### src/rtl/alu_pkg.sv
// Definitions shared by the operand stage and the 8-bit ALU.
package alu_pkg;
  localparam int DATA_W   = 8;
  localparam int NUM_REGS = 8;
  localparam int REG_AW   = $clog2(NUM_REGS);

  typedef enum logic [2:0] {
    ALU_AND = 3'b000,
    ALU_ADD = 3'b001,
    ALU_XOR = 3'b010,
    ALU_SLT = 3'b011,
    ALU_SLL = 3'b100,
    ALU_SRL = 3'b101,
    ALU_SNE = 3'b110,
    ALU_NOP = 3'b111
  } alu_op_t;
endpackage

### src/rtl/reg_file.sv
// Architectural register file: one write port, two combinational read ports
// with write-first bypass so a same-cycle write-back is visible to readers.
module reg_file #(
  parameter  int NUM_REGS = alu_pkg::NUM_REGS,
  parameter  int DATA_W   = alu_pkg::DATA_W,
  localparam int AW       = $clog2(NUM_REGS)
) (
  input  logic              clk,
  input  logic              rst_n,
  input  logic              we,
  input  logic [AW-1:0]     waddr,
  input  logic [DATA_W-1:0] wdata,
  input  logic [AW-1:0]     raddr_a,
  output logic [DATA_W-1:0] rdata_a,
  input  logic [AW-1:0]     raddr_b,
  output logic [DATA_W-1:0] rdata_b
);
  logic [NUM_REGS-1:0][DATA_W-1:0] regs;

  for (genvar r = 0; r < NUM_REGS; r++) begin : g_reg
    always_ff @(posedge clk or negedge rst_n) begin
      if (!rst_n)                                    regs[r] <= '0;
      else if (we && (waddr == AW'(unsigned'(r))))   regs[r] <= wdata;
    end
  end

  assign rdata_a = (we && (waddr == raddr_a)) ? wdata : regs[raddr_a];
  assign rdata_b = (we && (waddr == raddr_b)) ? wdata : regs[raddr_b];
endmodule

### src/rtl/alu_operand_stage.sv
// Operand-fetch stage: reads/bypasses operands and registers them for the ALU,
// keeping held operands coherent with write-back while stalled.
module alu_operand_stage #(
  parameter  int NUM_REGS = alu_pkg::NUM_REGS,
  parameter  int DATA_W   = alu_pkg::DATA_W,
  localparam int REG_AW   = $clog2(NUM_REGS)
) (
  input  logic              clk,
  input  logic              rst_n,
  input  logic              in_valid,
  output logic              in_ready,
  input  logic [2:0]        in_opcode,
  input  logic [REG_AW-1:0] in_rs_a,
  input  logic [REG_AW-1:0] in_rs_b,
  input  logic [REG_AW-1:0] in_rd,
  input  logic              in_use_imm,
  input  logic [DATA_W-1:0] in_imm,
  input  logic              flush,
  output logic              out_valid,
  input  logic              out_ready,
  output logic [DATA_W-1:0] alu_input_a,
  output logic [DATA_W-1:0] alu_input_b,
  output logic [2:0]        alu_opcode,
  output logic [REG_AW-1:0] out_rd,
  input  logic              wb_en,
  input  logic [REG_AW-1:0] wb_addr,
  input  logic [DATA_W-1:0] wb_data
);
  logic [DATA_W-1:0] rd_a, rd_b, opb_nxt;
  logic [REG_AW-1:0] rs_a_q, rs_b_q;
  logic              use_imm_q;
  alu_pkg::alu_op_t  op_q;
  logic              accept;

  reg_file #(.NUM_REGS(NUM_REGS), .DATA_W(DATA_W)) u_rf (
    .clk     (clk),
    .rst_n   (rst_n),
    .we      (wb_en),
    .waddr   (wb_addr),
    .wdata   (wb_data),
    .raddr_a (in_rs_a),
    .rdata_a (rd_a),
    .raddr_b (in_rs_b),
    .rdata_b (rd_b)
  );

  assign in_ready   = !out_valid || out_ready;
  assign accept     = in_valid && in_ready && !flush;
  assign opb_nxt    = in_use_imm ? in_imm : rd_b;
  assign alu_opcode = op_q;

  always_ff @(posedge clk or negedge rst_n) begin
    if (!rst_n) begin
      out_valid   <= 1'b0;
      alu_input_a <= '0;
      alu_input_b <= '0;
      op_q        <= alu_pkg::ALU_AND;
      out_rd      <= '0;
      rs_a_q      <= '0;
      rs_b_q      <= '0;
      use_imm_q   <= 1'b0;
    end else if (flush) begin
      out_valid <= 1'b0;
    end else if (accept) begin
      out_valid   <= 1'b1;
      alu_input_a <= rd_a;
      alu_input_b <= opb_nxt;
      op_q        <= alu_pkg::alu_op_t'(in_opcode);
      out_rd      <= in_rd;
      rs_a_q      <= in_rs_a;
      rs_b_q      <= in_rs_b;
      use_imm_q   <= in_use_imm;
    end else if (out_valid && out_ready) begin
      out_valid <= 1'b0;
    end else if (out_valid) begin
      // Stalled: track write-back into held sources so the ALU never sees stale data.
      if (wb_en && (wb_addr == rs_a_q))               alu_input_a <= wb_data;
      if (wb_en && !use_imm_q && (wb_addr == rs_b_q)) alu_input_b <= wb_data;
    end
  end
endmodule
### config.mk
export PLATFORM = sky130hd
export DESIGN_NAME = alu_operand_stage
export DESIGN_NICKNAME = d
export VERILOG_FILES = /design/src/rtl/alu_pkg.sv /design/src/rtl/reg_file.sv /design/src/rtl/alu_operand_stage.sv
export SDC_FILE = /design/constraint.sdc
export NUM_CORES = 1
export LEC_CHECK = 0
export CORE_ASPECT_RATIO = 1.75
export CORE_MARGIN = 2
export CORE_UTILIZATION = 56
export DETAILED_ROUTE_END_ITERATION = 10
export GPL_ROUTABILITY_DRIVEN = 1
export HOLD_SLACK_MARGIN = 0.12
export MAX_ROUTING_LAYER = met4
export PLACE_DENSITY_LB_ADDON = 0.1
export SLEW_MARGIN = 10
export SYNTH_ARGS = -nofsm -noshare
export SYNTH_HDL_FRONTEND = slang
export SYNTH_SLANG_ARGS = --single-unit
### constraint.sdc
create_clock -name clk -period 2.15 [get_ports clk]
set_clock_uncertainty 0.15 [all_clocks]
set_input_delay 0.645 -clock clk [delete_from_list [all_inputs] [get_ports clk]]
set_output_delay 0.645 -clock clk [all_outputs]
set_load 0.01 [all_outputs]
# Yosys cells after proc, flatten, opt, wreduce, memory -nomap -nowiden
# Index checks and enable logic that the tools add are counted.
[word_totals] inputBits=38 wordCells=77 reg_bits=94
[op_classes] eq_ne=12 n_bitwise=1 n_lt_le_gt_ge=2 n_reduce_logical=28 muxes=18
[op_table] cell="$mux W8" count=13
[op_table] cell="$bmux W8 S3" count=2
[op_table] cell="$logic_and A1 B1 Y1" count=16
[op_table] cell="$eq A3 B3 Y1" count=4
[op_table] cell="$eq A3 B3 Y1 const B" count=4
[op_table] cell="$lt A3 B4 Y1 const B" count=2
[op_table] cell="$reduce_and A4 Y1" count=2
[op_table] cell="$eq A3 B2 Y1 const B" count=2
[op_table] cell="$reduce_bool A2 Y1" count=3
[op_table] cell="$eq A3 B1 Y1 const B" count=1
[op_table] cell="$logic_not A1 Y1" count=3
[op_table] cell="$logic_not A3 Y1" count=1
[op_table] cell="$mux W1" count=3
[op_table] cell="$reduce_bool A3 Y1" count=1
[op_table] cell="$ne A2 B2 Y1 const B" count=1
[op_table] cell="$reduce_and A2 Y1" count=1
[op_table] cell="$logic_or A1 B1 Y1" count=1
[op_table] cell="$not A1 Y1" count=1

# Depth between registers and ports, before layout
[depth] depth_word=7 depth_mapped=7 depth_no_buf=5

# Cells and area by module
# From an unflattened synthesis, not the netlist that was laid out.
[unflattened] hier_cells=384 hier_area_um2=5366.4
[by_module_without_submodules] module="reg_file" cells_per_inst=232 instances=1 seq_area_each_um2=1601.5 area_per_inst_um2=3774.9
[by_module_without_submodules] module="alu_operand_stage" cells_per_inst=152 instances=1 seq_area_each_um2=750.7 area_per_inst_um2=1591.5

# Least setup slack after synthesis
# OpenSTA, ideal clock, no wires.
[synth_path] kind="input port to flip-flop" from="input port in_rs_b[1]" to="register alu_input_b[3]" required_time_ns=1.859 cell_stages=5 t_arrival_ns=1.924 slack_ns=-0.065 n_path_buf=1 setup_ns=0.141 path_cell_list="buf_6 > mux4_1 > mux2_2 > a221oi_1 > o32ai_1"
[synth_via] elab_chain_len=5
[synth_lines] item="start: declaration" line_no="alu_operand_stage.sv:14" source="input logic [REG_AW-1:0] in_rs_b,"
[synth_lines] item="$bmux W8 S3 / $eq A3 B3 Y1 (equally long branches)" line_no="reg_file.sv:28" source="assign rdata_b = (we && (waddr == raddr_b)) ? wdata : regs[raddr_b];"
[synth_lines] item="$mux W8 (implied by the code) / $logic_and A1 B1 Y1 (equally long branches)" line_no="reg_file.sv:28"
[synth_lines] item="$mux W8 (*)" line_no="reg_file.sv:28"
[synth_lines] item="$mux W8 (*)" line_no="alu_operand_stage.sv:49" source="assign opb_nxt = in_use_imm ? in_imm : rd_b;"
[synth_lines] item="$mux W8 (*)" line_no="alu_operand_stage.sv:64" source="end else if (accept) begin"
[synth_lines] item="end signal: assignment" line_no="alu_operand_stage.sv:67" source="alu_input_b <= opb_nxt;"
[synth_lines] item="end signal: assignment" line_no="alu_operand_stage.sv:78" source="if (wb_en && !use_imm_q && (wb_addr == rs_b_q)) alu_input_b <= wb_data;"
[synth_lines] item="end: declaration" line_no="alu_operand_stage.sv:22" source="output logic [DATA_W-1:0] alu_input_b,"
# Every way passes the cells marked *; elsewhere a longest branch is shown, timed or not. The select of a mux whose other input is x is not followed.
# A chain may end at the register's enable or synchronous reset.

# Final worst setup path
[layout_path] from="input port wb_addr[0]" to="register alu_input_a[4]"
[layout_via] elab_chain_len=4
[layout_lines] item="start: declaration" line_no="alu_operand_stage.sv:26" source="input logic [REG_AW-1:0] wb_addr,"
[layout_lines] item="$eq A3 B3 Y1, on equally long branches" line_no="alu_operand_stage.sv:77, reg_file.sv:27"
[layout_lines] item="$logic_and A1 B1 Y1, on equally long branches" line_no="alu_operand_stage.sv:77, reg_file.sv:27"
[layout_lines] item="$reduce_bool A2 Y1 (no line) / $mux W8 (equally long branches)"
[layout_lines] item="$reduce_and A4 Y1 (no line) / $mux W8 (equally long branches)"
[layout_lines] item="end signal: assignment" line_no="alu_operand_stage.sv:66" source="alu_input_a <= rd_a;"
[layout_lines] item="end signal: assignment" line_no="alu_operand_stage.sv:77" source="if (wb_en && (wb_addr == rs_a_q)) alu_input_a <= wb_data;"
[layout_lines] item="end: declaration" line_no="alu_operand_stage.sv:21" source="output logic [DATA_W-1:0] alu_input_a,"
# Parallel ways exist; a longest one is shown, timed or not.

==> impl.org <==
** Run status
- The flow ran to the end, and the final reports show no timing, DRC or antenna violations.

** Timing
- Setup violations remaining at the end of the flow were counted as 0.
- Shortest clock period the worst path allows after layout :: ~2.1 ns
- Timing would allow up to roughly 0.47 GHz.
- Headroom to the max-slew limit :: 0.716
- At the pin with the least slew margin, the transition time is between 0.4 and 0.5 ns.
- Crit share post-route :: 0.992
- The count of final hold-check violations was 0.
- Final Max Tran Viols :: 0
- In the final timing run, aggregate negative setup slack is 0 ns.

** Drt
- Using the TritonRoute via totals, the vias-per-cell ratio works out to about 6.4.
- In this run the remaining antenna-violating nets after routing total 0.
- After the first detailed-routing iteration, the DRC count stood at between 200 and 300.
- Summed over all layers, the routed wires come to around 15 mm.
- Detailed-routing iteration count for the pre-antenna-repair pass :: 6
- Wire length on met1 :: between 5 and 6 mm
- Routed length on met2 :: ~8.1 mm
- Remaining DRCs :: 0
- Highest Signal Layer :: met4
- The routed design uses a little under 900 µm of met3 wire.
- Routed vias :: between 4000 and 5000
- Average detailed-routed wire length per instance :: between 20 and 25 µm

** Floorplan
- Starting density of the core :: 0.573
- Horizontal extent of the die :: about 76 µm
- Top-level port count :: 62
- In this run the core area contains 46 standard-cell rows.
- The core region is 8980 µm².
- In this run the vertical extent of the chip is about 130 µm.
- The die covers roughly 10000 µm².

** GRT
- Wire length of the first global-routing pass :: between 20 and 25 mm
- After global routing the overflow that remains totals 0.
- The number of global-route vias before repair is 4330.
- Entering global routing, the biggest net connects 31 pins.
- In the global route stage, overall resource usage came out at 0.333.
- The number of antenna violations at the first check in global routing is 0.

** Setup path
- Cell-by-cell listing of the critical path :: dlygate4sd2_1, buf_4, xnor2_2, a41oi_4, buf_6, mux2i_2, mux2i_1
- STA classifies the critical path startpoint as an input pin.
- At the worst endpoint, the arrival time is 2.20 ns.
- In this design, the stage delay of the slowest critical-path cell is between 0.4 and 0.5 ns.
- On the critical path, the stage with the largest delay is an instance of sky130_fd_sc_hd__dlygate4sd2_1.
- Data required time of the critical path :: approximately 2.2 ns
- CP Capture Type :: flip-flop
- Worst Path Class, Setup :: in2reg
- Of all nets on the critical path, the largest fanout is 5.

** Yosys
- Largest area contributor in the netlist :: sky130_fd_sc_hd__dfrtp_1
- In this run the mean area of a mapped cell was around 13 µm².
- Of the post-synthesis cell area, the dominant cell type holds 0.457.
- In this run, distinct cell masters in the synthesized netlist total 42.
- Post-synthesis net count :: 420
- Counting instances in the post-synthesis netlist gives the leading cell types as sky130_fd_sc_hd__dfrtp_1, sky130_fd_sc_hd__mux2_2, sky130_fd_sc_hd__nand2_1, sky130_fd_sc_hd__mux2i_1, sky130_fd_sc_hd__mux4_2.
- Synthesis handed over a netlist of roughly 380 instances.
- Yosys attributes the largest share of cell area to sky130_fd_sc_hd__dfrtp_1, sky130_fd_sc_hd__mux2_2, sky130_fd_sc_hd__mux4_2.
- In this run, synthesis produced a sequential element count of 94.
- Among all cell types in the netlist, the one instantiated most often is sky130_fd_sc_hd__dfrtp_1.
- The most used flip-flop cell after synthesis is sky130_fd_sc_hd__dfrtp_1.
- In this run, synthesis inferred 0 flip-flops with an integrated enable.
- Asr flop ratio synth :: 1.00
- After synthesis the cells add up to 5140 µm².
- The share of the Yosys chip area taken by registers is 0.457.
- Count of yosys warnings during synthesis :: 0

** Placement
- GP Congestion :: 0.898
- DP Area :: 6430 µm²
- The count of buffers added on input and output ports is slightly above 60.
- Placed wire-length estimate after detailed placement :: around 10 mm
- Cell count after placement :: about 600

** Clocking
- Insertion delay to the later sink of the worst-skew pair :: 0.34 ns
- Clk slew on worst S/H paths :: about 0.070 ns
- Deepest clock path buffer count :: 2
- For this design, the sink count on the clock tree is between 90 and 100.
- Buffers inserted during clock tree synthesis total 9.
- The clock tree synthesis step divided the H-tree into 3 levels.
- Root Driver :: sky130_fd_sc_hd__clkbuf_16
- TritonCTS built the clock tree.

** Pwr
- The share of total power dissipated in combinational logic is 0.274.
- The worst-case IR drop observed on VDD is 669 µV.
- In this run the power density over the cells is ~800 nW/µm².
- In this run the static leakage power is 3.05 nW.
- The share of total power dissipated in the clock network is 0.296.
- Of the total power, the share spent switching nets is 0.275.
- Power comes to 5.66 mW.
- Sequential group share of total power :: 0.430
- Net switching power :: roughly 1.6 mW
- The internal portion of the total power is around 4.1 mW.

** Cells and area
- Total inserted antenna cells :: 0
- Share of final-layout standard cells stronger than drive strength 1 :: 0.466
- Area overhead of the layout relative to synthesis :: 37.1%
- Excluding fillers, the count of instances in the completed layout stands at around 630.
- Fin area :: 7050 µm²
- Filler cell count :: between 500 and 600
- At the end of the flow, the number of nets in the layout was 545.

** Flow run
- Max-cap violations in this run came to 0.

** Hold path
- The path class of the tightest hold or removal check is reg2reg.
sequential cells by signal, indices dropped and copies added, names as in the netlist:
register and flops:
alu_input_a 8, alu_input_b 8, alu_opcode 3, out_rd 3, out_valid 1, rs_a_q 3, rs_b_q 3, u_rf.regs 64
use_imm_q 1
kinds of logic after synthesis:
group,count (synthesis),share of synthesized area
muxes,134,0.360
and+or+nand+nor,70,0.0710
xor gates and xnor gates,12,0.0219
AOI/OAI and AO/OA,29,0.0494
buffers and inverters,43,0.0401
DFF,94,0.457
cell usage in the layout (no fill, tap or decap), types with 4 or more instances in the layout:
cell / count
sky130_fd_sc_hd__buf_12: 13
sky130_fd_sc_hd__dfrtp_1: 94
sky130_fd_sc_hd__buf_6: 10
sky130_fd_sc_hd__buf_4: 60
sky130_fd_sc_hd__clkbuf_16: 9
sky130_fd_sc_hd__a21oi_1: 4
sky130_fd_sc_hd__inv_1: 13
sky130_fd_sc_hd__xnor2_2: 5
sky130_fd_sc_hd__clkdlybuf4s50_1: 49
sky130_fd_sc_hd__mux4_2: 22
sky130_fd_sc_hd__mux2i_1: 20
sky130_fd_sc_hd__mux2_2: 82
sky130_fd_sc_hd__nand2_1: 35
sky130_fd_sc_hd__dlygate4sd2_1: 7
sky130_fd_sc_hd__nor2_1: 7
sky130_fd_sc_hd__mux4_1: 8
final cells by class:
class                           count  area, µm²  area share
Multi-Input combinational cell    245       2760       0.391
Sequential cell                    94       2350       0.333
Timing Repair Buffer              144       1440       0.204
Clock buffer                       11        233      0.0330
Tap cell                          120        150      0.0213
Clock inverter                      4       72.6      0.0103
Inverter                           13       48.8     0.00692
worst paths after layout:
| kind | startpoint | end | cells past startpoint | slack [ns] |
|---|---|---|---|---|
| hold reg to reg | rs_a_q[0] | rs_a_q[0] | 2 | 0.35 |
| min in group asynchronous | rst_n | u_rf.regs[37] | 2 | 0.64 |
| setup / recovery | wb_addr[0] | alu_input_a[4] | 7 | 0.02 |
| hold / removal | rs_a_q[0] | rs_a_q[0] | 2 | 0.35 |
| max in group asynchronous | rst_n | u_rf.regs[2] | 3 | 0.69 |
| setup reg to reg | out_valid | alu_input_a[4] | 8 | 0.29 |
worst max-delay path: cells and delay by family:
| family | cells | cell delay (ns) |
|---|---|---|
| mux | 2 | 0.35 |
| compound gates | 1 | 0.27 |
| buf+inv | 3 | 0.82 |
| xor+xnor | 1 | 0.11 |
per-layer routing:
| metal | up-vias | GRT usage |
|---|---|---|
| met5 | - | - |
| met2 | 214 | 0.576 |
| met3 | 80 | 0.0632 |
| met1 | 2044 | 0.368 |
| li1 | 1682 | - |
| met4 | 0 | 0.170 |
power groups by stage:
stage	registers (mW)	logic (mW)	clock network, mW
floorplan	2.37	0.861	0
global placement	2.41	1.39	0
detailed placement	2.44	1.44	0
CTS	2.42	1.53	1.69
global route	2.47	1.66	1.78
finish	2.43	1.55	1.68
per-stage QoR:
stage / utilization / hold WS [ns] / worst slack [ns]
2_1_floorplan: - / 0.199 / -0.00758
3_3_place_gp: 0.716 / 0.314 / -0.617
3_5_place_dp: 0.716 / 0.334 / -0.674
4_1_cts: 0.782 / 0.350 / 0.00257
5_1_grt: 0.786 / 0.378 / -0.000265
6_report: 0.786 / 0.352 / 0.0169
repair_timing:
item,4_1_cts,5_1_grt
resized for setup,49,11
cloned,3,0
endpoints found under the hold margin,25,0
pin swaps,18,6
hold buffers,1,0
endpoints found under the setup margin,34,13
setup buffers,8,2
No activity file was read; power rests on OpenSTA's default activity.
